==> config.mk <==
export PLATFORM = sky130hd
export DESIGN_NAME = keypad_scan_flat
export DESIGN_NICKNAME = d
export VERILOG_FILES = /design/src/rtl/keypad_pkg.sv /design/src/rtl/keypad_scan_if.sv /design/src/rtl/keypad_row_scan.sv /design/src/rtl/keypad_scan.sv /design/src/flat_wrapper.sv
export SDC_FILE = /design/constraint.sdc
export NUM_CORES = 1
export LEC_CHECK = 0
export CORE_MARGIN = 2
export CORE_UTILIZATION = 45
export DETAILED_ROUTE_END_ITERATION = 10
export PLACE_DENSITY = 0.72
export SLEW_MARGIN = 20
export SYNTH_ARGS = -nofsm -noshare
export SYNTH_HDL_FRONTEND = slang
export SYNTH_HIERARCHICAL = 1
export SYNTH_SLANG_ARGS = --single-unit
==> constraint.sdc <==
create_clock -name clk -period 6.09 [get_ports clk]
set_clock_uncertainty 0.05 [all_clocks]
set_input_delay 1.218 -clock clk [delete_from_list [all_inputs] [get_ports clk]]
set_output_delay 1.218 -clock clk [all_outputs]
set_load 0.05 [all_outputs]
==> src/rtl/keypad_pkg.sv <==
// Shared constants, state encoding and column priority helper for the keypad scanner.
package keypad_pkg;

    localparam int ROWS   = 4;
    localparam int COLS   = 4;
    localparam int CODE_W = 4;

    typedef enum logic [1:0] {
        IDLE,
        CAND,
        HELD,
        REL
    } state_e;

    // Index of the lowest pressed column; only meaningful when pressed != 0.
    function automatic logic [1:0] lowest_col(input logic [COLS-1:0] pressed);
        logic [1:0] idx;
        idx = '0;
        for (int i = COLS - 1; i >= 0; i--) begin
            if (pressed[i]) idx = 2'(i);
        end
        return idx;
    endfunction

endpackage

==> src/rtl/keypad_scan_if.sv <==
// Debounced key report bus from the scanner to downstream control logic.
interface keypad_scan_if;
    import keypad_pkg::*;

    logic              key_valid;
    logic [CODE_W-1:0] key_code;
    logic              key_down;

    modport master (output key_valid, key_code, key_down);
    modport slave  (input  key_valid, key_code, key_down);
endinterface

==> src/rtl/keypad_row_scan.sv <==
// Row dwell timer: drives one row low at a time and flags the sampling and frame-end cycles.
module keypad_row_scan #(
    parameter int SCAN_CYC = 200_000
) (
    input  logic       clk,
    input  logic       rst,
    output logic [3:0] key_row,
    output logic       sample_stb,
    output logic       frame_end,
    output logic [1:0] row_idx
);

    localparam int DW = (SCAN_CYC > 1) ? $clog2(SCAN_CYC) : 1;
    localparam logic [DW-1:0] DWELL_LAST = DW'(SCAN_CYC - 1);

    logic [DW-1:0] dwell_q, dwell_d;
    logic [1:0]    row_q, row_d;

    always_comb begin
        sample_stb = (dwell_q == DWELL_LAST);
        frame_end  = sample_stb && (row_q == 2'd3);
        dwell_d    = sample_stb ? '0 : dwell_q + DW'(1);
        row_d      = sample_stb ? row_q + 2'd1 : row_q;
        key_row    = ~(4'b0001 << row_q);
        row_idx    = row_q;
    end

    always_ff @(posedge clk) begin
        if (!rst) begin
            dwell_q <= '0;
            row_q   <= '0;
        end else begin
            dwell_q <= dwell_d;
            row_q   <= row_d;
        end
    end

endmodule

==> src/rtl/keypad_scan.sv <==
// 4x4 keypad scanner: column synchronizer, per-frame priority encode and debounce FSM.
//   state | meaning
//   IDLE  | no key, waiting for a pressed frame
//   CAND  | candidate key seen, counting agreeing frames
//   HELD  | key reported and still pressed
//   REL   | key held, counting empty frames before release
module keypad_scan
    import keypad_pkg::*;
#(
    parameter int SCAN_CYC = 200_000,
    parameter int DEB_CNT  = 4
) (
    input  logic             clk,
    input  logic             rst,
    input  logic [COLS-1:0]  key_col,
    output logic [ROWS-1:0]  key_row,
    keypad_scan_if.master    kp
);

    localparam int CW = $clog2(DEB_CNT + 1);
    localparam logic [CW-1:0] CNT_DONE = CW'(DEB_CNT);

    logic              sample_stb, frame_end;
    logic [1:0]        row_idx;

    logic [COLS-1:0]   col_s1_q, col_s2_q;
    logic              acc_hit_q, acc_hit_d;
    logic [CODE_W-1:0] acc_code_q, acc_code_d;
    state_e            state_q, state_d;
    logic [CW-1:0]     cnt_q, cnt_d, cnt_inc;
    logic [CODE_W-1:0] cand_q, cand_d;
    logic [CODE_W-1:0] code_q, code_d;
    logic              valid_q, valid_d;

    logic [COLS-1:0]   pressed;
    logic              row_hit, frame_hit;
    logic [CODE_W-1:0] row_code, frame_code;

    keypad_row_scan #(.SCAN_CYC(SCAN_CYC)) u_row_scan (
        .clk        (clk),
        .rst        (rst),
        .key_row    (key_row),
        .sample_stb (sample_stb),
        .frame_end  (frame_end),
        .row_idx    (row_idx)
    );

    // Rows are scanned in ascending order, so the first row with a hit owns the lowest code.
    always_comb begin
        pressed    = ~col_s2_q;
        row_hit    = |pressed;
        row_code   = {row_idx, lowest_col(pressed)};
        frame_hit  = acc_hit_q | row_hit;
        frame_code = acc_hit_q ? acc_code_q : row_code;

        acc_hit_d  = acc_hit_q;
        acc_code_d = acc_code_q;
        if (frame_end) begin
            acc_hit_d  = 1'b0;
            acc_code_d = '0;
        end else if (sample_stb && row_hit && !acc_hit_q) begin
            acc_hit_d  = 1'b1;
            acc_code_d = row_code;
        end
    end

    always_comb begin
        state_d = state_q;
        cnt_d   = cnt_q;
        cand_d  = cand_q;
        code_d  = code_q;
        valid_d = 1'b0;
        cnt_inc = cnt_q + CW'(1);

        if (frame_end) begin
            unique case (state_q)
                IDLE: begin
                    if (frame_hit) begin
                        state_d = CAND;
                        cand_d  = frame_code;
                        cnt_d   = CW'(1);
                    end
                end
                CAND: begin
                    if (!frame_hit) begin
                        state_d = IDLE;
                        cnt_d   = '0;
                    end else if (frame_code != cand_q) begin
                        cand_d = frame_code;
                        cnt_d  = CW'(1);
                    end else begin
                        cnt_d = cnt_inc;
                        if (cnt_inc == CNT_DONE) begin
                            state_d = HELD;
                            code_d  = cand_q;
                            valid_d = 1'b1;
                        end
                    end
                end
                HELD: begin
                    if (!frame_hit) begin
                        state_d = REL;
                        cnt_d   = CW'(1);
                    end
                end
                REL: begin
                    if (frame_hit) begin
                        state_d = HELD;
                        cnt_d   = CNT_DONE;
                    end else begin
                        cnt_d = cnt_inc;
                        if (cnt_inc == CNT_DONE) begin
                            state_d = IDLE;
                            cnt_d   = '0;
                        end
                    end
                end
                default: begin
                    state_d = IDLE;
                    cnt_d   = '0;
                end
            endcase
        end
    end

    always_ff @(posedge clk) begin
        if (!rst) begin
            col_s1_q   <= '1;
            col_s2_q   <= '1;
            acc_hit_q  <= 1'b0;
            acc_code_q <= '0;
            state_q    <= IDLE;
            cnt_q      <= '0;
            cand_q     <= '0;
            code_q     <= '0;
            valid_q    <= 1'b0;
        end else begin
            col_s1_q   <= key_col;
            col_s2_q   <= col_s1_q;
            acc_hit_q  <= acc_hit_d;
            acc_code_q <= acc_code_d;
            state_q    <= state_d;
            cnt_q      <= cnt_d;
            cand_q     <= cand_d;
            code_q     <= code_d;
            valid_q    <= valid_d;
        end
    end

    assign kp.key_valid = valid_q;
    assign kp.key_code  = code_q;
    assign kp.key_down  = (state_q == HELD) || (state_q == REL);

endmodule

==> src/flat_wrapper.sv <==
// flat-port wrapper written by rule: the top's interface ports become plain ports
module keypad_scan_flat import keypad_pkg::*;
#(
    parameter int SCAN_CYC = 200_000,
    parameter int DEB_CNT  = 4
)
  (clk, rst, key_col, key_row, kp_key_valid, kp_key_code, kp_key_down);
  keypad_scan_if kp_i ();
  input  logic clk;
  input  logic rst;
  input  logic [COLS-1:0] key_col;
  output logic [ROWS-1:0] key_row;
  output wire logic [$bits(kp_i.key_valid)-1:0] kp_key_valid;
  output wire logic [$bits(kp_i.key_code)-1:0] kp_key_code;
  output wire logic [$bits(kp_i.key_down)-1:0] kp_key_down;
  assign kp_key_valid = kp_i.key_valid;
  assign kp_key_code = kp_i.key_code;
  assign kp_key_down = kp_i.key_down;
  keypad_scan #(.SCAN_CYC(SCAN_CYC), .DEB_CNT(DEB_CNT)) u_core (.clk(clk), .rst(rst), .key_col(key_col), .key_row(key_row), .kp(kp_i));
endmodule
# Word-level counts from Yosys, hierarchy flattened
# Index checks and enable logic that the tools add are counted.
dict set report word_totals {
  register_bits 47
  input_bits 6
  elab_cells 77
  output_inout_bits 10
}
dict set report classes {
  n_bitwise 8
  shifts 1
  add_sub_neg 3
  eq_ne 14
  n_reduce_logical 15
  muxes 25
}
# cell count
set op_table {}
lappend op_table {{2-to-1 mux 2 bit} 11}
lappend op_table {{adder 18 x 1 -> 18 bit, second input constant} 1}
lappend op_table {{== test 18 bit, second input constant} 1}
lappend op_table {{2-to-1 mux 3 bit} 6}
lappend op_table {{2-to-1 mux 4 bit} 4}
lappend op_table {{case mux 3 bit (4 select lines)} 1}
lappend op_table {{AND reduction 5 bit} 2}
lappend op_table {{NOT 4 bit} 2}
lappend op_table {{case mux 2 bit (4 select lines)} 1}
lappend op_table {{case mux 4 bit (2 select lines)} 1}
lappend op_table {{== test 2 bit, second input constant} 3}
lappend op_table {{inequality test 2 x 1 -> 1 bit, second input constant} 3}
lappend op_table {{inequality test 3 bit, second input constant} 2}
lappend op_table {{AND reduction 6 bit} 1}
lappend op_table {{NOT 1 bit} 5}
lappend op_table {{OR reduction 5 bit} 1}
lappend op_table {{inequality test 4 bit} 1}
lappend op_table {{OR reduction 2 bit} 2}
lappend op_table {{OR reduction 4 bit} 1}
lappend op_table {{left shift 1 x 2 -> 4 bit, first input constant} 1}
lappend op_table {{adder 3 x 1 -> 3 bit, second input constant} 1}
lappend op_table {{== test 3 bit, second input constant} 1}
lappend op_table {{logical AND 1 bit} 3}
lappend op_table {{inequality test 3 x 1 -> 1 bit, second input constant} 1}
lappend op_table {{10 further kinds} 10}

# Logic depth before layout (Yosys ltp)
dict set report depth {
  depth_word 10
  mapped_depth 9
}

# By module
# The synthesis kept the hierarchy.
# mod n_inst cells_each seq_area_each_um2 area_per_inst_um2
set by_module_without_submodules {}
lappend by_module_without_submodules {keypad_scan 1 153 540.5 1400.1}
lappend by_module_without_submodules {keypad_row_scan 1 120 400.4 1017.2}

# Least setup slack after synthesis
# OpenSTA, ideal clock, no wires.
dict set report synth_timing {
  path_type {flip-flop to flip-flop}
  start {register u_core.u_row_scan.dwell_q[13]}
  end {register u_core.cand_q[2]}
  stages_incl_launch_ff 10
  t_arrival_ps 2347
  synth_period_minus_slack_ps 2471
  setup_slack_ps 3619
  setup_time_ps 74
  cell_sequence {dfxtp_1 -> buf_2 -> nor4_1 -> nand4_1 -> nor3_1 -> nor2b_1 -> o21ai_1 -> or3_1 -> o311a_1 -> a31oi_1}
}
dict set report synth_via {
  elab_chain_cells 3
}
# item line_no
set synth_rtl {}
lappend synth_rtl {{from (decl)} keypad_row_scan.sv:16} ;# logic [DW-1:0] dwell_q, dwell_d;
lappend synth_rtl {{from (signal assigned)} keypad_row_scan.sv:33} ;# dwell_q <= dwell_d;
lappend synth_rtl {{== test 18 bit} keypad_row_scan.sv:20} ;# sample_stb = (dwell_q == DWELL_LAST);
lappend synth_rtl {{logical AND 1 bit} keypad_row_scan.sv:21} ;# frame_end = sample_stb && (row_q == 2'd3);
lappend synth_rtl {{named net u_core.frame_end} keypad_scan.sv:23} ;# logic sample_stb, frame_end;
lappend synth_rtl {{AND reduction 5 bit (no source line)} n/a}
lappend synth_rtl {{to (signal assigned)} keypad_scan.sv:144} ;# cand_q <= cand_d;
lappend synth_rtl {{to (decl)} keypad_scan.sv:31} ;# logic [CODE_W-1:0] cand_q, cand_d;
# The timed path passes the listed nets, and every way through them passes these cells.
# A chain may end at the register's enable or synchronous reset.

# Final worst setup path
dict set report layout_timing {
  start {register u_core.u_row_scan.row_q[0] (netlist: u_core/u_row_scan/row_idx[0])}
  end {output port key_row[0]}
}
dict set report layout_via {
  elab_chain_cells 2
}
# item line_no
set layout_rtl {}
lappend layout_rtl {{from (decl)} keypad_row_scan.sv:17} ;# logic [1:0] row_q, row_d;
lappend layout_rtl {{from (signal assigned)} keypad_row_scan.sv:34} ;# row_q <= row_d;
lappend layout_rtl {{left shift 1 x 2 -> 4 bit} keypad_row_scan.sv:24} ;# key_row = ~(4'b0001 << row_q);
lappend layout_rtl {{NOT 4 bit} keypad_row_scan.sv:24}
lappend layout_rtl {{to (decl)} flat_wrapper.sv:12} ;# output logic [ROWS-1:0] key_row;
# No other way between the ends.

==> results.txt <==
Worst path required time: 4.82 ns
Synth area leader: dfxtp_1
CP startpoint kind: register
Global-route usage over all layers: 0.161
P_sw: 0.000126 W
Nature of the critical path endpoint: output pin
Port bufs: 15
Worst vdd ir: 0.135 mV
H-tree levels: 2
Simple-gate share of the synthesized area: 0.275
EDFF count, synth: 0
Clk network pwr share: 0.351
# rows: 26
Slew @ Worst Pin: 0.892 ns
HPWL Detailed: 3110 um
Routed length per instance: 12.3 um
Synth cell types: 52
Synth Warn #: 6
Crit-path max cell delay: 0.79 ns
Critical path cell sequence: inv_1, ha_1, inv_1, clkdlybuf4s50_1
Starting Density: 0.470
Synth Area in Adders: 0.0414
Mean Syn Cell Area: 8.85 sq um
Post-synthesis cell area: 2420 sq um
Mapped Cells: 273
Endpoints failing setup: 0
N_diodes: 0
Endpoints failing hold: 0
Antenna violations before repair: 0
Synth Flop Type: dfxtp_1
Critical path's slowest cell: clkdlybuf4s50_1
Drt drc: 0
Total CTS buffers: 5
Pwr Total: 0.000529 W
Final Cycle Share: 0.530
Via count: 1891
Final ANT Viol Nets: 0
Slew HR: 0.403
Maximum clock path buffer count: 2
XOR/XNOR Fraction of Synth Area: 0.0714
Cell mode on critical path: inv_1
Cell-internal power: 0.000403 W
GPL Wtd Cong: 0.808
Router iterations before antenna repair: 4
Sw Ratio: 0.239
CTS tree: done
Slew Limit Fails: 0
Post-CTS Setup Bufs: 0
CP Class: reg2out
Multiplexer area fraction after synthesis: 0.0559
Sequential area share after synthesis: 0.389
Finished Cell Area: 2680 sq um
Via/cell ratio: 5.34
Sequential fraction of design power: 0.593
Syn nets: 287
PD cells: 198 nW/um^2
Synthesis-stage register bit count: 47
Setup TNS: 0 ns
First-pass GRT wire length: 7790 um
Total die area: 5970 sq um
Compound-Gate Fraction of Synth Area: 0.116
Area taken by multi-input logic gates: 1350 sq um
Core area: 5140 sq um
Synth async-reset ratio: 0
Die Y: 77.3 um
Clk root buf: clkbuf_8
Comb pwr share: 0.056
Outcome: finished clean
Clk slew on worst S/H paths: 0.09 ns
Grt total ovfl: 0
Nets: 297
Max Fclk: 0.310 GHz
Fillers: 508
P_leak: 0.912 nW
Ports: 16
Area Growth Syn to Fin: 10.7%
Later-pin clock latency in the skew report: 0.30 ns
Fin Hold WS: 0.364 ns
Max-Cap Viols: 0
Post_cts resized: 0
Placed Area: 2590 sq um
Critical path peak fanout: 6
Most common cell after layout, fill and taps aside: dfxtp_1
Ratio of cells with drive above 1 in the final layout: 0.0810
Chip Width: 77.3 um
Leading post-synthesis cells by cell area: dfxtp_1 (39%), nor2_1 (5.0%), xnor2_1 (4.3%), ha_1 (4.1%), mux2i_1 (3.7%)
CP arrival: 1.96 ns
Vias in the first global route: 1732
Buf+Inv Stages, Crit Path: 3
Main combinational cell family by area after synthesis: simple AND/OR/NAND/NOR gates
Post-route minimum period: 3.23 ns
Synth top area share: 0.389
Most frequent cells in the layout: dfxtp_1 (47), nor2_1 (32), nand2_1 (22)
Initial DRC count: 102
CTS Hold Bufs: 0
Reg area: 941 sq um
Unrepaired setup endpoints after global routing: no
Drt total wl: 4360 um
Clock Sinks: 47
Largest net degree at the start of global routing: 26
CP top delay family: buffers and inverters
Hold Path Class: reg2reg
## Yosys cell counts (2+ instances only)
cell type	count
o21ai_0	8
buf_2	2
or3_1	4
o311a_1	2
a21oi_1	7
and2_1	6
clkbuf_1	7
a211o_1	3
buf_6	2
mux2i_4	2
nor2_1	32
nor3b_1	4
xnor2_1	12
nand2_1	22
inv_1	14
and4_1	2
nand4_1	12
mux2i_1	9
a31oi_1	2
nand3_1	10
nand4_2	2
dfxtp_1	47
xor2_1	4
xnor2_2	2
nand2b_1	11
ha_1	8
nor4_1	7
nor3_1	3
a211oi_1	2
o31a_1	2
a41oi_1	2
## final timing paths
kind	from	endpoint	slack, ns	cells after the start
max	u_core/u_row_scan/row_idx[0]	key_row[0]	2.86	4
min	u_core/col_s1_q[1]	u_core/col_s2_q[1]	0.36	1
max reg2reg	u_core/u_row_scan/dwell_q[13]	u_core/cand_q[2]	3.17	8
min reg2reg	u_core/col_s1_q[1]	u_core/col_s2_q[1]	0.36	1
## stage by stage
step	setup WS (ns)	util	instances
CTS	2.85	0.521	354
global placement	3.02	0.504	346
finish	2.86	0.521	354
global route	2.76	0.521	354
floorplan	3.62	-	273
detailed placement	2.95	0.504	346
## flip-flops by register name (all words and copies together) (netlist names), named ones only
register / count
u_core/acc_hit_q: 1
u_core/u_row_scan/dwell_q: 18
u_core/col_s2_q: 4
u_core/acc_code_q: 4
u_core/state_q: 1
u_core/col_s1_q: 4
u_core/u_row_scan/row_idx: 2
u_core/kp.key_valid: 1
u_core/kp.key_code: 4
u_core/cand_q: 4
u_core/cnt_q: 3
## layout make-up
cell class | instances | share of cell area
Clock buffer | 5 | 0.0257
Clock inverter | 3 | 0.00701
Inverter | 15 | 0.0210
Multi-Input combinational cell | 199 | 0.506
Sequential cell | 47 | 0.352
Tap cell | 70 | 0.0327
Timing Repair Buffer | 15 | 0.0561
## per-layer routing
metal	vias to the layer above	part of all wire	wire length [um]	global-route usage
met3	6	0.031	135	0.0365
met5	-	0	0	0
li1	979	-	-	-
met1	881	0.52	2250	0.216
met2	25	0.44	1900	0.248
met4	0	0.017	72	0.0696
## power by group through the flow
stage	logic (W)	registers (W)	clock network, W
global placement	0.0000293	0.000321	0
finish	0.0000297	0.000314	0.000186
floorplan	0.0000223	0.000320	0
global route	0.0000338	0.000315	0.000206
detailed placement	0.0000296	0.000321	0
CTS	0.0000297	0.000314	0.000192
## logic make-up (layout without fill, tap and decap cells)
kind of cell | count (synthesis) | count (layout)
compound gates | 39 | 39
flops | 47 | 47
xor+xnor | 18 | 18
mux | 11 | 11
fa+ha+maj | 8 | 8
simple gates | 123 | 123
buf+inv | 27 | 38
(Power assumes the default switching activity.)
